`src/rtl/usb_rx_packet.sv`:
```
// USB receive packet decoder: classifies packets by PID, forwards DATA payload with CRC16 stripped, reports status.
// Optional: define USB_RX_CRC5_EN to also check the CRC5 of token packets.
module usb_rx_packet #(
  parameter int MAX_LEN = 1023
) (
  input  logic        clk,
  input  logic        reset,
  input  logic        rx_active,
  input  logic        rx_valid,
  input  logic [7:0]  rx_data,
  input  logic        rx_error,
  output logic [7:0]  out_data,
  output logic        out_valid,
  output logic        pkt_done,
  output logic        pkt_ok,
  output logic [3:0]  pkt_pid,
  output logic [10:0] pkt_len
);

  localparam logic [2:0] SYNC  = 3'd0;
  localparam logic [2:0] IDLE  = 3'd1;
  localparam logic [2:0] PID   = 3'd2;
  localparam logic [2:0] DATA  = 3'd3;
  localparam logic [2:0] TOKEN = 3'd4;
  localparam logic [2:0] HSK   = 3'd5;
  localparam logic [2:0] DRAIN = 3'd6;
  localparam logic [2:0] DONE  = 3'd7;

  logic [2:0]  state_q, state_d;
  logic        err_q, err_d;
  logic [3:0]  pid_q, pid_d;
  logic [1:0]  cnt_q, cnt_d;
  logic [15:0] crc_q, crc_d;
  logic [7:0]  dly0_q, dly0_d;
  logic [7:0]  dly1_q, dly1_d;
  logic [10:0] len_q, len_d;
  logic [7:0]  out_data_q, out_data_d;
  logic        out_valid_q, out_valid_d;
  logic        pkt_done_q, pkt_done_d;
  logic        pkt_ok_q, pkt_ok_d;
  logic [3:0]  pkt_pid_q, pkt_pid_d;
  logic [10:0] pkt_len_q, pkt_len_d;
`ifdef USB_RX_CRC5_EN
  logic [4:0]  crc5_q, crc5_d;
`endif

  function automatic logic [15:0] crc16_byte(input logic [15:0] c, input logic [7:0] b);
    logic [15:0] r;
    r = c;
    for (int i = 0; i < 8; i++) begin
      if (r[0] ^ b[i]) r = (r >> 1) ^ 16'hA001;
      else             r = r >> 1;
    end
    return r;
  endfunction

`ifdef USB_RX_CRC5_EN
  function automatic logic [4:0] crc5_byte(input logic [4:0] c, input logic [7:0] b);
    logic [4:0] r;
    r = c;
    for (int i = 0; i < 8; i++) begin
      if (r[0] ^ b[i]) r = (r >> 1) ^ 5'h14;
      else             r = r >> 1;
    end
    return r;
  endfunction
`endif

  always_comb begin
    state_d     = state_q;
    err_d       = err_q;
    pid_d       = pid_q;
    cnt_d       = cnt_q;
    crc_d       = crc_q;
    dly0_d      = dly0_q;
    dly1_d      = dly1_q;
    len_d       = len_q;
    out_data_d  = out_data_q;
    out_valid_d = 1'b0;
    pkt_done_d  = 1'b0;
    pkt_ok_d    = pkt_ok_q;
    pkt_pid_d   = pkt_pid_q;
    pkt_len_d   = pkt_len_q;
`ifdef USB_RX_CRC5_EN
    crc5_d      = crc5_q;
`endif
    case (state_q)
      SYNC: if (!rx_active) state_d = IDLE;
      // DONE doubles as IDLE so a packet starting right after EOP is not missed.
      IDLE, DONE: begin
        if (state_q == DONE) begin
          pkt_done_d = 1'b1;
          pkt_ok_d   = ~err_q;
          pkt_pid_d  = pid_q;
          pkt_len_d  = len_q;
        end
        err_d   = rx_active & rx_error;
        pid_d   = 4'd0;
        cnt_d   = 2'd0;
        crc_d   = 16'hFFFF;
        len_d   = 11'd0;
`ifdef USB_RX_CRC5_EN
        crc5_d  = 5'h1F;
`endif
        state_d = rx_active ? PID : IDLE;
      end
      PID: begin
        err_d = err_q | rx_error;
        if (!rx_active) begin
          err_d   = 1'b1;
          state_d = DONE;
        end else if (rx_valid) begin
          pid_d = rx_data[3:0];
          if (rx_data[7:4] != ~rx_data[3:0]) begin
            err_d   = 1'b1;
            state_d = DRAIN;
          end else begin
            case (rx_data[1:0])
              2'b11: begin
                if (!rx_data[2]) state_d = DATA;
                else begin
                  err_d   = 1'b1;
                  state_d = DRAIN;
                end
              end
              2'b01:   state_d = TOKEN;
              2'b10:   state_d = HSK;
              default: begin
                err_d   = 1'b1;
                state_d = DRAIN;
              end
            endcase
          end
        end
      end
      DATA, TOKEN, HSK, DRAIN: begin
        err_d = err_q | rx_error;
        if (!rx_active) begin
          state_d = DONE;
          if (state_q == DATA && (!cnt_q[1] || crc_q != 16'hB001)) err_d = 1'b1;
          if (state_q == TOKEN && cnt_q != 2'd2) err_d = 1'b1;
          if (state_q == HSK && cnt_q != 2'd0) err_d = 1'b1;
`ifdef USB_RX_CRC5_EN
          if (state_q == TOKEN && crc5_q != 5'h06) err_d = 1'b1;
`endif
        end else if (rx_valid) begin
          cnt_d = (cnt_q == 2'd3) ? cnt_q : cnt_q + 2'd1;
          // The two newest bytes stay in the delay line; they become the CRC at EOP.
          if (state_q == DATA) begin
            crc_d  = crc16_byte(crc_q, rx_data);
            dly0_d = rx_data;
            dly1_d = dly0_q;
            if (cnt_q[1]) begin
              if (len_q == 11'(MAX_LEN)) err_d = 1'b1;
              else begin
                out_data_d  = dly1_q;
                out_valid_d = 1'b1;
                len_d       = len_q + 11'd1;
              end
            end
          end
`ifdef USB_RX_CRC5_EN
          if (state_q == TOKEN && !cnt_q[1]) crc5_d = crc5_byte(crc5_q, rx_data);
`endif
        end
      end
      default: state_d = SYNC;
    endcase
  end

  always_ff @(posedge clk) begin
    if (!reset) begin
      state_q     <= SYNC;
      err_q       <= 1'b0;
      pid_q       <= 4'd0;
      cnt_q       <= 2'd0;
      crc_q       <= 16'hFFFF;
      dly0_q      <= 8'd0;
      dly1_q      <= 8'd0;
      len_q       <= 11'd0;
      out_data_q  <= 8'd0;
      out_valid_q <= 1'b0;
      pkt_done_q  <= 1'b0;
      pkt_ok_q    <= 1'b0;
      pkt_pid_q   <= 4'd0;
      pkt_len_q   <= 11'd0;
`ifdef USB_RX_CRC5_EN
      crc5_q      <= 5'h1F;
`endif
    end else begin
      state_q     <= state_d;
      err_q       <= err_d;
      pid_q       <= pid_d;
      cnt_q       <= cnt_d;
      crc_q       <= crc_d;
      dly0_q      <= dly0_d;
      dly1_q      <= dly1_d;
      len_q       <= len_d;
      out_data_q  <= out_data_d;
      out_valid_q <= out_valid_d;
      pkt_done_q  <= pkt_done_d;
      pkt_ok_q    <= pkt_ok_d;
      pkt_pid_q   <= pkt_pid_d;
      pkt_len_q   <= pkt_len_d;
`ifdef USB_RX_CRC5_EN
      crc5_q      <= crc5_d;
`endif
    end
  end

  assign out_data  = out_data_q;
  assign out_valid = out_valid_q;
  assign pkt_done  = pkt_done_q;
  assign pkt_ok    = pkt_ok_q;
  assign pkt_pid   = pkt_pid_q;
  assign pkt_len   = pkt_len_q;

endmodule

```
`config.mk`:
```
export PLATFORM = sky130hd
export DESIGN_NAME = usb_rx_packet
export DESIGN_NICKNAME = d
export VERILOG_FILES = /design/src/rtl/usb_rx_packet.sv
export SDC_FILE = /design/constraint.sdc
export NUM_CORES = 1
export LEC_CHECK = 0
export CAP_MARGIN = 20
export CORE_MARGIN = 8
export CORE_UTILIZATION = 50
export CTS_CLUSTER_SIZE = 14
export DETAILED_ROUTE_END_ITERATION = 8
export PLACE_DENSITY = 0.83
export SLEW_MARGIN = 20
export SYNTH_ARGS = -nofsm -noshare
export SYNTH_HDL_FRONTEND = slang
export SYNTH_SLANG_ARGS = --single-unit
export TNS_END_PERCENT = 20
```
`constraint.sdc`:
```
create_clock -name clk -period 5.8 [get_ports clk]
set_input_delay 1.74 -clock clk [delete_from_list [all_inputs] [get_ports clk]]
set_output_delay 1.74 -clock clk [all_outputs]
set_load 0.02 [all_outputs]
```
==> results.sh <==
export IMPL_antenna_found_initial=0
export IMPL_worstReg2RegStart="state_q[2]"
export IMPL_clkPwrFrac_pct=36.7
export IMPL_grt_max_degree=29
export IMPL_dpl_cell_area_um2=4000
export IMPL_synth_net_count=439
export IMPL_status="finished clean"
export IMPL_maxCapViolCount=0
export IMPL_seq_area_um2=1580
export IMPL_fp_dieW_um=101
export IMPL_wl_per_cell_um=14.6
export IMPL_setup_slack_ps=1930
export IMPL_setup_viol=0
export IMPL_post_route_util_pct=59.5
export IMPL_cts_root_buf="clkbuf_8"
export IMPL_drv_slew=0
export IMPL_leakage_nw=1.41
export IMPL_rsz0062_at_grt="false"
export IMPL_power_internal_w=0.000838
export IMPL_dp_hpwl_um=5690
export IMPL_syn2layout_area_growth_pct=17.9
export IMPL_max_slew_worst_pin_slew_ps=801
export IMPL_yosysTopAreaCellShare_pct=44.2
export IMPL_min_from="dly0_q[4]"
export IMPL_gr_total_overflow=0
export IMPL_yosysMostFrequentCell="nand2_1"
export IMPL_wirelength_um=8060
export IMPL_grt_total_usage_pct=16.5
export IMPL_reg2regPathDepth=5
export IMPL_grt_pass1_vias=3037
export IMPL_dieArea_um2=10100
export IMPL_irDropWorstVdd_mv=0.195
export IMPL_cts_max_level=3
export IMPL_drive_above_1_share_pct=8.17
export IMPL_yosysSeqAreaShare_pct=44.2
export IMPL_dp_cells=536
export IMPL_yosysTopAreaCell="dfxtp_1"
export IMPL_design_area_um2=4220
export IMPL_clkTransAtPathRegs_ps=90
export IMPL_ys_ff_latch=79
export IMPL_cts_buffers=9
export IMPL_fin_crit_ps=3870
export IMPL_final_antenna_net_count=0
export IMPL_worst_r2r_setup_slack_ps=3340
export IMPL_end_kind="register"
export IMPL_n_antenna_cell=0
export IMPL_async_reset_ff_share_pct=0
export IMPL_period_share_pct=66.7
export IMPL_viasPerCell=5.50
export IMPL_clock_sinks=79
export IMPL_post_route_drc_count=0
export IMPL_power_density_nw_per_um2=278
export IMPL_hold_depth=2
export IMPL_netlist_instances=420
export IMPL_synth_commonest_cells="nand2_1, dfxtp_1, a21oi_1"
export IMPL_grt_pass1_wl_um=13700
export IMPL_initial_core_util_pct=50.4
export IMPL_holdPathEnd="dly1_q[4]"
export IMPL_core_area_um2=7100
export IMPL_fmax_mhz=258
export IMPL_pin_count=39
export IMPL_p_switching_w=0.000334
export IMPL_crit_arrival_ps=4090
export IMPL_first_iter_violations=140
export IMPL_synth_area_top_cells="dfxtp_1, nand2_1, a21oi_1, xnor2_1, nor2_1"
export IMPL_crit_fanout=28
export IMPL_crit_path_start_kind="input port"
export IMPL_p_seq_share_pct=48.9
export IMPL_place_gp_congestion=0.937
export IMPL_core_rowCount=31
export IMPL_fillers=605
export IMPL_syn_avg_cell_area_um2=8.53
export IMPL_synthFlopType="dfxtp_1"
export IMPL_slew_headroom_pct=46.4
export IMPL_clk_latency_ps=350
export IMPL_drt_first_pass_iters=5
export IMPL_final_nets=467
export IMPL_multi_input_area_um2=1850
export IMPL_setup_tns_ps=0
export IMPL_regToRegEndpoint="err_q"
export IMPL_port_buffers=38
export IMPL_hold_viol=0
export IMPL_combPwrFrac_pct=14.4
export IMPL_cts_setup_buffers=0
export IMPL_hold_path_class="reg2reg"
export IMPL_switching_share_pct=28.5
export IMPL_worstSetupPathType="in2reg"
export IMPL_cts_max_path_buffers=2
export IMPL_vias=3038
export IMPL_cts_resized=0
export IMPL_synth_area_um2=3580
export IMPL_postCtsHoldBufs=0
export IMPL_tritoncts="done"
export IMPL_fin_cells=552
export IMPL_yosysWarnings=0
export IMPL_worstPathRequired_ps=6020
export IMPL_synth_edf_count=0
export IMPL_ys_types=57
export IMPL_dp_slack_ps=1590
export IMPL_dieHeight_um=101
export IMPL_clock_skew_ps=11.7
## metrics by stage
stage | hold WS [ps] | power [W]
2_1_floorplan | 432 | 0.000710
3_3_place_gp | 442 | 0.000743
3_5_place_dp | 447 | 0.000750
4_1_cts | 458 | 0.00117
5_1_grt | 466 | 0.00122
6_report | 455 | 0.00117
## sequential cells by signal, summed over array words and instances (netlist names)
signal	count
crc_q	16
len_q	11
pkt_len	11
dly0_q	8
dly1_q	8
out_data	8
pid_q	4
pkt_pid	4
state_q	3
cnt_q	2
err_q	1
out_valid	1
pkt_done	1
pkt_ok	1
## cell families (layout without fill, tap and decap cells)
logic type / count (synthesis) / after routing / synth area share (%)
fa+ha+maj: 6 / 6 / 2.10
simple gates: 160 / 160 / 20.4
flops: 79 / 79 / 44.2
compound gates: 93 / 93 / 16.5
mux: 11 / 11 / 3.11
buf+inv: 36 / 69 / 4.19
xor+xnor: 35 / 35 / 9.61
## routing by layer
metal	part of all wire, %	GRT usage, %
met5	0	0
met4	2.7	6.86
met3	6.1	4.07
met2	49	29.3
met1	42	18.3
## worst max-delay path, cell delays in order
cell and delay [ps]:
clkdlybuf4s50_1 680, nand2_2 200, a211oi_4 690, nand2_4 320
nor4_1 390, a311oi_2 70
## worst max path at each step
stage | slack, ps | endpoint | cells past startpoint | start
3_3_place_gp | 1700 | crc_q[0] | 6 | rx_active
5_1_grt | 1720 | crc_q[0] | 6 | rx_active
3_5_place_dp | 1590 | crc_q[0] | 6 | rx_active
2_1_floorplan | 2510 | crc_q[0] | 7 | rx_data[0]
6_report | 1930 | crc_q[0] | 6 | rx_active
4_1_cts | 1980 | crc_q[0] | 6 | rx_active
## layout by cell type (no fill, tap or decap), types with 2 or more instances in the layout
| cell | netlist | routed |
|---|---|---|
| clkdlybuf4s50_1 | 0 | 38 |
| inv_6 | 0 | 2 |
| and3_1 | 2 | 2 |
| clkbuf_8 | 0 | 10 |
| o41ai_1 | 2 | 2 |
| dfxtp_1 | 79 | 79 |
| mux2i_1 | 10 | 10 |
| and4_1 | 2 | 2 |
| o21ai_1 | 2 | 2 |
| a21oi_1 | 44 | 44 |
| buf_4 | 1 | 3 |
| nor4b_1 | 2 | 2 |
| o22ai_1 | 14 | 14 |
| inv_2 | 2 | 2 |
| ha_1 | 6 | 6 |
| nand4_1 | 6 | 6 |
| o21ai_0 | 8 | 8 |
| xnor2_1 | 22 | 22 |
| and2_1 | 2 | 2 |
| nor2b_1 | 3 | 3 |
| a211oi_2 | 2 | 2 |
| inv_1 | 10 | 10 |
| nor3_1 | 3 | 3 |
| xnor2_2 | 2 | 2 |
| nor4_1 | 3 | 3 |
| a21boi_0 | 3 | 3 |
| xor2_1 | 9 | 9 |
| a22oi_1 | 4 | 4 |
| nand2b_1 | 7 | 7 |
| nor2_1 | 30 | 30 |
| nand3_1 | 6 | 6 |
| nand2_1 | 87 | 87 |
## final cells by class
| type | count | area share [%] |
|---|---|---|
| Timing Repair Buffer | 41 | 9.55 |
| Multi-Input combinational cell | 305 | 43.9 |
| Clock inverter | 6 | 1.78 |
| Tap cell | 99 | 2.94 |
| Sequential cell | 79 | 37.5 |
| Clock buffer | 10 | 3.26 |
| Inverter | 12 | 1.07 |
## power groups by stage
| stage | sequential, W | clock (W) | combinational, W |
|---|---|---|---|
| after floorplan | 0.000573 | 0 | 0.000138 |
| after global placement | 0.000585 | 0 | 0.000158 |
| after detailed placement | 0.000586 | 0 | 0.000164 |
| after CTS | 0.000573 | 0.000435 | 0.000166 |
| after global routing | 0.000576 | 0.000459 | 0.000184 |
| final | 0.000574 | 0.000430 | 0.000169 |
Power figures use the tool's default switching activity.
